**config.mk**
```make
export PLATFORM = sky130hd
export DESIGN_NAME = fetch_pc_unit
export DESIGN_NICKNAME = d
export VERILOG_FILES = /design/src/rtl/fetch_pkg.sv /design/src/rtl/fetch_ras.sv /design/src/rtl/fetch_pc_unit.sv
export SDC_FILE = /design/constraint.sdc
export NUM_CORES = 1
export LEC_CHECK = 0
export CORE_MARGIN = 2
export CORE_UTILIZATION = 35
export DETAILED_ROUTE_END_ITERATION = 6
export PLACE_DENSITY_LB_ADDON = 0.25
export SYNTH_ARGS = -nofsm -noshare
export SYNTH_HDL_FRONTEND = slang
export SYNTH_SLANG_ARGS = --single-unit
```
**constraint.sdc**
```tcl
create_clock -name clk -period 5.8 [get_ports clk]
set_input_delay 0.87 -clock clk [delete_from_list [all_inputs] [get_ports clk]]
set_output_delay 0.87 -clock clk [all_outputs]
set_load 0.05 [all_outputs]
```
**src/rtl/fetch_pkg.sv**
```systemverilog
// Shared types and constants for the fetch PC unit and its return-address stack.
// Latency: n/a (declarations only).
// Backpressure: n/a.
package fetch_pkg;

    typedef enum logic [1:0] {
        BOOT = 2'd0,
        RUN  = 2'd1,
        HALT = 2'd2
    } fetchState_t;

    localparam int RAS_DEPTH    = 4;
    localparam int JUMP_INDEX_W = 26;   // J-format target field
    localparam int JUMP_HI_W    = 4;    // upper pc_plus4 bits kept by J/JAL
    localparam int BRANCH_IMM_W = 16;   // branch immediate, in words

    // Word-granular branch immediate to a signed 32-bit byte offset.
    function automatic logic [31:0] branchOffset(input logic [BRANCH_IMM_W-1:0] imm);
        return {{(32 - BRANCH_IMM_W - 2){imm[BRANCH_IMM_W-1]}}, imm, 2'b00};
    endfunction

endpackage

```
**src/rtl/fetch_ras.sv**
```systemverilog
// Return-address stack: circular LIFO that overwrites its oldest entry when pushed while full.
// Latency: top is combinational from storage; push/pop take effect on the next rising clk.
// Backpressure: none; a pop of an empty stack is ignored, push+pop together replaces the top.
module fetch_ras
    import fetch_pkg::*;
#(
    parameter int DEPTH = RAS_DEPTH
) (
    input  logic        clk,
    input  logic        reset,
    input  logic        push,
    input  logic        pop,
    input  logic [31:0] pushData,
    output logic [31:0] top,
    output logic        empty,
    output logic        full
);

    localparam int PTR_W = $clog2(DEPTH);
    localparam int CNT_W = $clog2(DEPTH + 1);
    localparam logic [CNT_W-1:0] CNT_MAX = CNT_W'(DEPTH);

    logic [31:0]      mem [DEPTH];
    logic [PTR_W-1:0] topPtr;
    logic [CNT_W-1:0] count;
    logic             popOk;

    assign popOk = pop && !empty;
    assign empty = (count == '0);
    assign full  = (count == CNT_MAX);
    assign top   = mem[topPtr];

    // Pointer and occupancy; the pointer wraps so a full push drops the oldest entry.
    always_ff @(posedge clk or posedge reset) begin
        if (reset) begin
            topPtr <= '0;
            count  <= '0;
        end else if (push && popOk) begin
            topPtr <= topPtr;
        end else if (push) begin
            topPtr <= topPtr + PTR_W'(1);
            if (count != CNT_MAX) count <= count + CNT_W'(1);
        end else if (popOk) begin
            topPtr <= topPtr - PTR_W'(1);
            count  <= count - CNT_W'(1);
        end
    end

    // Entry storage; contents are only meaningful while counted, so no reset.
    always_ff @(posedge clk) begin
        if (push && popOk)  mem[topPtr]              <= pushData;
        else if (push)      mem[topPtr + PTR_W'(1)]  <= pushData;
    end

endmodule

```
**src/rtl/fetch_pc_unit.sv**
```systemverilog
// Fetch PC sequencer: BOOT/RUN/HALT control, jump/branch/JR redirect, fault freeze, retire count.
// Latency: next pc registered on rising clk; pc_plus4/link_we/link_addr are combinational.
// Backpressure: stall holds pc and retired and drops redirects. Optional RAS via FETCH_RAS_EN.
module fetch_pc_unit
    import fetch_pkg::*;
#(
    parameter logic [31:0] RESET_PC   = 32'h0000_0000,
    parameter int          IMEM_BYTES = 32
) (
    input  logic                    clk,
    input  logic                    reset,
    input  logic                    stall,
    input  logic                    branch_taken,
    input  logic [BRANCH_IMM_W-1:0] branch_imm,
    input  logic                    jump,
    input  logic                    jump_link,
    input  logic [JUMP_INDEX_W-1:0] jump_index,
    input  logic                    jump_reg,
    input  logic [31:0]             reg_target,
    output logic [31:0]             pc,
    output logic [31:0]             pc_plus4,
    output logic                    link_we,
    output logic [31:0]             link_addr,
    output logic                    fault,
    output logic [31:0]             retired
);

    localparam logic [31:0] IMEM_LIMIT = 32'(IMEM_BYTES);

    fetchState_t state, stateNext;
    logic        active;
    logic [31:0] jrTarget;
    logic [31:0] candPc;
    logic        candBad;

    assign pc_plus4 = pc + 32'd4;
    assign active   = (state == RUN) && !stall;
    assign fault    = (state == HALT);

`ifdef FETCH_RAS_EN
    logic [31:0] rasTop;
    logic        rasEmpty;
    logic        rasFull;

    // JR prefers the predicted return address whenever one is stacked.
    assign jrTarget = rasEmpty ? reg_target : rasTop;

    fetch_ras #(.DEPTH(RAS_DEPTH)) uRas (
        .clk      (clk),
        .reset    (reset),
        .push     (link_we),
        .pop      (active && jump_reg && !rasEmpty),
        .pushData (pc_plus4),
        .top      (rasTop),
        .empty    (rasEmpty),
        .full     (rasFull)
    );
`else
    assign jrTarget = reg_target;
`endif

    // Redirect priority, link output, and the alignment/range check on the chosen target.
    always_comb begin
        link_we   = active && jump && jump_link;
        link_addr = pc_plus4;
        candPc    = pc_plus4;
        if (jump_reg)          candPc = jrTarget;
        else if (jump)         candPc = {pc_plus4[31:32-JUMP_HI_W], jump_index, 2'b00};
        else if (branch_taken) candPc = pc_plus4 + branchOffset(branch_imm);
        candBad = (candPc[1:0] != 2'b00) || (candPc >= IMEM_LIMIT);
    end

    // Next state: BOOT lasts one cycle, a bad target parks the unit in HALT until reset.
    always_comb begin
        stateNext = state;
        case (state)
            BOOT:    stateNext = RUN;
            RUN:     if (active && candBad) stateNext = HALT;
            HALT:    stateNext = HALT;
            default: stateNext = HALT;
        endcase
    end

    // State, pc and retire counter; pc only moves on an unstalled RUN cycle with a legal target.
    always_ff @(posedge clk or posedge reset) begin
        if (reset) begin
            state   <= BOOT;
            pc      <= RESET_PC;
            retired <= '0;
        end else begin
            state <= stateNext;
            if (active && !candBad) begin
                pc <= candPc;
                if (retired != 32'hFFFF_FFFF) retired <= retired + 32'd1;
            end
        end
    end

endmodule

```
=== Word level (Yosys, flattened, before mapping) ===
Index checks and enable logic that the tools add are counted.

* Order comparisons: 1
* Add/sub/neg operators: 3
* Multiplexer cells: 5
* Reduce and logical (&&, ||, !) cells: 11
* Equality and inequality tests: 4

{| class="wikitable"
|+ Operators by type and width
! cell !! number
|-
| $mux W32 || 3
|-
| $add A32 B1 Y32 const B || 1
|-
| $add A32 B3 Y32 const B || 1
|-
| $add A32 B32 Y32 || 1
|-
| $ge A32 B6 Y1 const B || 1
|-
| $ne A32 B32 Y1 const B || 1
|-
| $logic_and A1 B1 Y1 || 5
|-
| $pmux W2 S2 || 1
|-
| $eq A2 B1 Y1 const B || 1
|-
| $eq A2 B2 Y1 const B || 1
|-
| $logic_not A1 Y1 || 2
|-
| $logic_not A2 Y1 || 1
|-
| $mux W2 || 1
|-
| $ne A2 B1 Y1 const B || 1
|-
| $reduce_and A2 Y1 || 1
|-
| $reduce_bool A2 Y1 || 1
|-
| $logic_or A1 B1 Y1 || 1
|}

* Bits in registers: 66
* Word-level logic and storage cells: 27
* Input port bits: 81

=== Depth between registers and ports, before layout ===
* Depth after elaboration: 10
* Mapped depth: 21
* Mapped depth without buffers: 18

=== Least setup slack after synthesis ===
OpenSTA, ideal clock, no wires.

* Path kind: reg2reg
* From: reg pc[2]
* To: reg pc[4]
* Clock period less this slack: 5,704 ps
* Data arrival time: 5,579 ps
* Library setup time: 125 ps
* Setup slack: 96 ps
* Stages on the path, launching flop included: 19
* Required time: 5,675 ps
* Cell sequence: dfrtp_1 > ha_1 > nand3_1 > or2_1 > clkbuf_1 > nor3_1 > nand3_1 > xnor2_1 > ha_1 > clkbuf_1 > and4_1 > a211oi_1 > nand2_1 > o221ai_2 > xnor2_1 > mux2i_1 > or4_4 > nor3_4 > mux2_2

* Word-level cells in the longest chain between the ends: 9

{| class="wikitable"
|+ Ends and longest elaborated chain
! element !! RTL line !! source
|-
| start: declaration || fetch_pc_unit.sv:20 || <nowiki>output logic [31:0] pc,</nowiki>
|-
| start signal: assignment || fetch_pc_unit.sv:93 || <nowiki>pc <= candPc;</nowiki>
|-
| $add A32 B3 Y32 (*) || fetch_pc_unit.sv:36 || <nowiki>assign pc_plus4 = pc + 32'd4;</nowiki>
|-
| net link_addr[26] || fetch_pc_unit.sv:23 || <nowiki>output logic [31:0] link_addr,</nowiki>
|-
| $add A32 B32 Y32 || fetch_pc_unit.sv:69 || <nowiki>else if (branch_taken) candPc = pc_plus4 + branchOffset(branch_imm);</nowiki>
|-
| $mux W32 (*) || fetch_pc_unit.sv:69 ||
|-
| $mux W32 (*) || fetch_pc_unit.sv:68 || <nowiki>else if (jump) candPc = {pc_plus4[31:32-JUMP_HI_W], jump_index, 2'b00};</nowiki>
|-
| $mux W32 (*) || fetch_pc_unit.sv:67 || <nowiki>if (jump_reg) candPc = jrTarget;</nowiki>
|-
| $ge A32 B6 Y1 (*) || fetch_pc_unit.sv:70 || <nowiki>candBad = (candPc[1:0] != 2'b00) || (candPc >= IMEM_LIMIT);</nowiki>
|-
| $logic_or A1 B1 Y1 (*) || fetch_pc_unit.sv:70 ||
|-
| $logic_not A1 Y1 (*) || fetch_pc_unit.sv:92 || <nowiki>if (active && !candBad) begin</nowiki>
|-
| $logic_and A1 B1 Y1 (*) || fetch_pc_unit.sv:92 ||
|}

The timed path passes the listed nets; every way through them passes the cells marked *.
A chain may end at the register's enable or synchronous reset.

=== Worst setup path in the final report ===
* From: reg pc[10]
* To: reg retired[19]

* Word-level cells in the longest chain between the ends: 10

{| class="wikitable"
|+ Ends and longest elaborated chain
! element !! RTL line !! source
|-
| $add A32 B3 Y32 (*) || fetch_pc_unit.sv:36 ||
|-
| $add A32 B32 Y32 || fetch_pc_unit.sv:69 ||
|-
| $mux W32 || fetch_pc_unit.sv:69 ||
|-
| $mux W32 (*) || fetch_pc_unit.sv:68 ||
|-
| $mux W32 (*) || fetch_pc_unit.sv:67 ||
|-
| $ge A32 B6 Y1 (*) || fetch_pc_unit.sv:70 ||
|-
| $logic_or A1 B1 Y1 (*) || fetch_pc_unit.sv:70 ||
|-
| $logic_not A1 Y1 (*) || fetch_pc_unit.sv:92 ||
|-
| $logic_and A1 B1 Y1 (*) || fetch_pc_unit.sv:92 ||
|-
| $reduce_and A2 Y1 (no line) (*) || -- ||
|-
| end signal: assignment || fetch_pc_unit.sv:94 || <nowiki>if (retired != 32'hFFFF_FFFF) retired <= retired + 32'd1;</nowiki>
|-
| end: declaration || fetch_pc_unit.sv:25 || <nowiki>output logic [31:0] retired</nowiki>
|}

Every way passes the cells marked *; elsewhere a longest branch is shown, timed or not.

==> impl_summary.log <==
[metrics] overall die width: 139.0 µm
[metrics] power per cell area: 141.4 nW/µm²
[metrics] share of layout cells above drive strength 1: 8.333%
[metrics] reg-to-reg critical path startpoint: pc[10]$_DFFE_PP0P_
[metrics] Synth Register Bits: 66
[metrics] post-route fraction of the period consumed by the critical path: 92.33%
[metrics] # nets final: 1083
[metrics] arrival time of data at the critical path endpoint: 5.56 ns
[metrics] end of the worst register-to-register path: retired[19]$_DFFE_PP0P_
[metrics] crit path max-delay cell type: sky130_fd_sc_hd__nor4_4
[metrics] leading cell type in the layout, fill and taps excluded: sky130_fd_sc_hd__clkdlybuf4s50_1
[metrics] min Tclk post-route: 5.355 ns
[metrics] CTS buffer count: 9
[metrics] Pleak: 0.003770 µW
[metrics] wire length of the first global-routing pass: 37420 µm
[metrics] Peak supply drop: around 0.00013 V
[metrics] Slew @ Worst Pin: 0.8237 ns
[metrics] end of the worst hold path: state[0]$_DFFE_PP0P_
[metrics] synth warn: 0
[metrics] total iterations of the first detailed-routing run: 7
[metrics] number of library cell types mapped by synthesis: 81
[metrics] worst path required time: about 6 ns
[metrics] commonest cells after routing, fill and taps aside: 210 x sky130_fd_sc_hd__clkdlybuf4s50_1, 66 x sky130_fd_sc_hd__dfrtp_1, 62 x sky130_fd_sc_hd__nand2_1
[metrics] final hold violation count: 0
[metrics] antenna cell count: 0
[metrics] timing-limited maximum frequency: between 0.15 and 0.2 GHz
[metrics] CP startpoint kind: flip-flop
[metrics] IO Count: ~210
[metrics] nature of the critical path endpoint: flip-flop
[metrics] Die Footprint: 19330 µm²
[metrics] total vias in the final route: 6870
[metrics] max-cap violations: 0
[metrics] biggest cell delay along the critical path: 0.50 ns
[metrics] number of antenna violations at the first check in global routing: 0
[metrics] number of enable-type register cells in the synthesized netlist: 0
[metrics] Setup Skew: between 0.008 and 0.009 ns
[metrics] cell chain of the critical path: nand4_1 > nor4_4 > nand3_1 > xnor2_2 > ha_1 > a21oi_1 > o21ai_0 > buf_4 > a22o_1 > a31o_2 > a2111oi_1 > nand4_1 > nor4_4 > nand4_4 > nor2_8 > buf_4 > nand4_1 > xnor2_1
[metrics] number of violations reported at the end of detailed-routing iteration 0: 610
[metrics] grt total ovfl: 0
[metrics] placer's final routability congestion estimate: 1.001
[metrics] maximum clock path buffer count: 2
[metrics] clock tree from TritonCTS: done
[metrics] startpoint-to-endpoint class of the critical path: flip-flop to flip-flop
[metrics] DRC viols: 0
[metrics] area of the mapped netlist: 6382 µm²
[metrics] primary flip-flop cell chosen by synthesis mapping: sky130_fd_sc_hd__dfrtp_1
[metrics] classification of the worst-slack hold path: flip-flop to flip-flop
[metrics] post-cts gate resize count: 0
[metrics] setup repair bufs after CTS: 0
[metrics] CTS clk-pin slew, worst paths: around 0.060 ns
[metrics] setup TNS: 0 ns
[metrics] floorplan core area: ~18000 µm²
[metrics] area used by multi-input combinational logic: 4302 µm²
[metrics] overall routing resource usage: around 24%
[metrics] vias in the first global route: approximately 6500
[metrics] status: complete, no violations
[metrics] sequential-to-total area share from yosys stat: between 20 and 30%
[metrics] Crit path buffers/inverters: 2
[metrics] hold-fix buffer count after cts: 0
[metrics] post-route setup slack: 0.4448 ns
[metrics] residual antenna-violating net count after detailed routing: 0
[metrics] hold path cells: 1
[metrics] worst hold start: state[1]$_DFFE_PP0P_
[metrics] number of H-tree branching levels: 3
[metrics] number of instances in the synthesized netlist: 775
[metrics] area growth from synthesis to layout: 40.93%
[metrics] FILL cells: 1758
[metrics] Finish-stage setup viols: 0
[metrics] Sink Count: 66
[metrics] unrepaired setup endpoints after global routing: false
[metrics] syn_nets: roughly 890
[metrics] Async S/R FF share, synth: 100.0%
[metrics] worst relative slew slack: between 40% and 50%
[metrics] setup slack of the worst register-to-register path: 0.44 ns
[metrics] half-perimeter wire length of the detailed placement result: 19390 µm
[metrics] delay-heaviest family, CP: simple AND/OR/NAND/NOR gates
[metrics] number of cells on the worst reg-to-reg path: 18
[metrics] clock latency at the later pin of the worst-skew pair: 0.33 ns
[metrics] count of input and output buffers: 210
[metrics] maximum number of pins on one net before global-route repair: between 60 and 70
[metrics] maximum net fanout on the critical path: 9
[metrics] std cell rows: 49
[metrics] Post-Synthesis Mean Instance Area: 8.235 µm²
[metrics] most frequent CP cell: sky130_fd_sc_hd__nand4_1
[metrics] die height: 139.0 µm
[metrics] Post-Place Setup Slack: 0.08646 ns
[metrics] Initial Util: a little over a third
[metrics] max-slew violation count: 0
[metrics] routed wire length: 24510 µm
[metrics] sequential standard cell area: approximately 1700 µm²
[metrics] Vias/cell: 5.720
[metrics] Clock Root Buffer: sky130_fd_sc_hd__clkbuf_16
[metrics] WL/cell: 20.40 µm
synthesized netlist by cell type (all sizes together) (4+ instances only):
library cell,number,share of area (%)
a2111oi,5,0.78
and4,6,0.82
inv,17,1.0
nor2b,33,3.2
a31oi,8,0.98
nand4,39,4.2
o21a,10,1.2
and2,11,1.1
nor3b,5,0.59
o21ai,33,2.6
nand2b,8,0.78
nor3,23,2.1
a41oi,4,0.55
nor2,53,3.4
or4,4,0.53
nand2,63,3.7
ha,34,6.7
a221oi,5,0.78
a211oi,10,1.2
or2,7,0.69
and3,25,2.5
xor2,20,2.7
o22ai,4,0.39
nor4,21,2.4
a21oi,40,3.2
o221ai,4,0.65
o221a,4,0.71
o211ai,6,0.71
dfrtp,66,26
clkbuf,20,1.2
mux2i,8,1.3
a21o,10,1.2
nand3,32,2.5
xnor2,52,7.1
buf,42,4.9
how the worst max path moves through the flow:
stage / startpoint / endpoint / depth (start not counted)
2_1_floorplan: pc[2]$_DFFE_PP0P_ / pc[4]$_DFFE_PP0P_ / 18
3_3_place_gp: pc[6]$_DFFE_PP0P_ / retired[19]$_DFFE_PP0P_ / 18
3_5_place_dp: pc[11]$_DFFE_PP0P_ / retired[19]$_DFFE_PP0P_ / 18
4_1_cts: pc[11]$_DFFE_PP0P_ / retired[19]$_DFFE_PP0P_ / 18
5_1_grt: pc[11]$_DFFE_PP0P_ / retired[22]$_DFFE_PP0P_ / 16
6_report: pc[10]$_DFFE_PP0P_ / retired[19]$_DFFE_PP0P_ / 18
state kept, by name, indices dropped and copies added (netlist names):
register  count
pc           32
retired      32
state         2
cell type report:
cell class              instances  area share, %
clock buffers                   9          2.504
clock inverters                 7          1.113
inverters                      18         0.7511
multi-input cells             629          47.82
flip-flops and latches         66          18.36
well taps                     229          3.185
repair buffers                243          26.26
power breakdown:
part	internal, µW	switching, µW	total, µW
registers	462	0.956	463
clock network	379	203	583
logic	103	123	226
logic make-up after synthesis:
logic type	after synthesis	share of synthesized area, %
fa+ha+maj	35	6.979
buf+inv	80	7.136
xor+xnor	72	9.880
simple gates	339	29.50
compound gates	172	18.84
mux	11	1.784
flops	66	25.88
worst reg2reg max path: cells and delay by family, from the launching register on:
family	cells	cell delay, ns
compound gates	5	1.27
xor+xnor	2	0.55
fa+ha+maj	1	0.37
buf+inv	2	0.38
flops	1	0.46
simple gates	8	2.20
routing by layer:
layer  part of all wire, %  vias up  GRT usage, %
met5                     0        -             0
met4                   2.7        0         8.347
li1                      -     3240             -
met1                    43     3248         32.99
met2                    46      333         39.15
met3                   8.7       49         4.627
through the flow:
| stage | util (%) | hold slack (ns) | std cells | area (µm²) | power, µW |
|---|---|---|---|---|---|
| 2_1_floorplan | - | 0.4462 | 775 | 6382 | 583.8 |
| 3_3_place_gp | 48.28 | 0.4799 | 1185 | 8643 | 692.0 |
| 3_5_place_dp | 48.28 | 0.4830 | 1185 | 8643 | 691.1 |
| 4_1_cts | 50.10 | 0.4927 | 1201 | 8969 | 1284 |
| 5_1_grt | 50.24 | 0.5228 | 1201 | 8995 | 1327 |
| 6_report | 50.24 | 0.4880 | 1201 | 8995 | 1272 |
No activity file was read; power rests on OpenSTA's default activity.
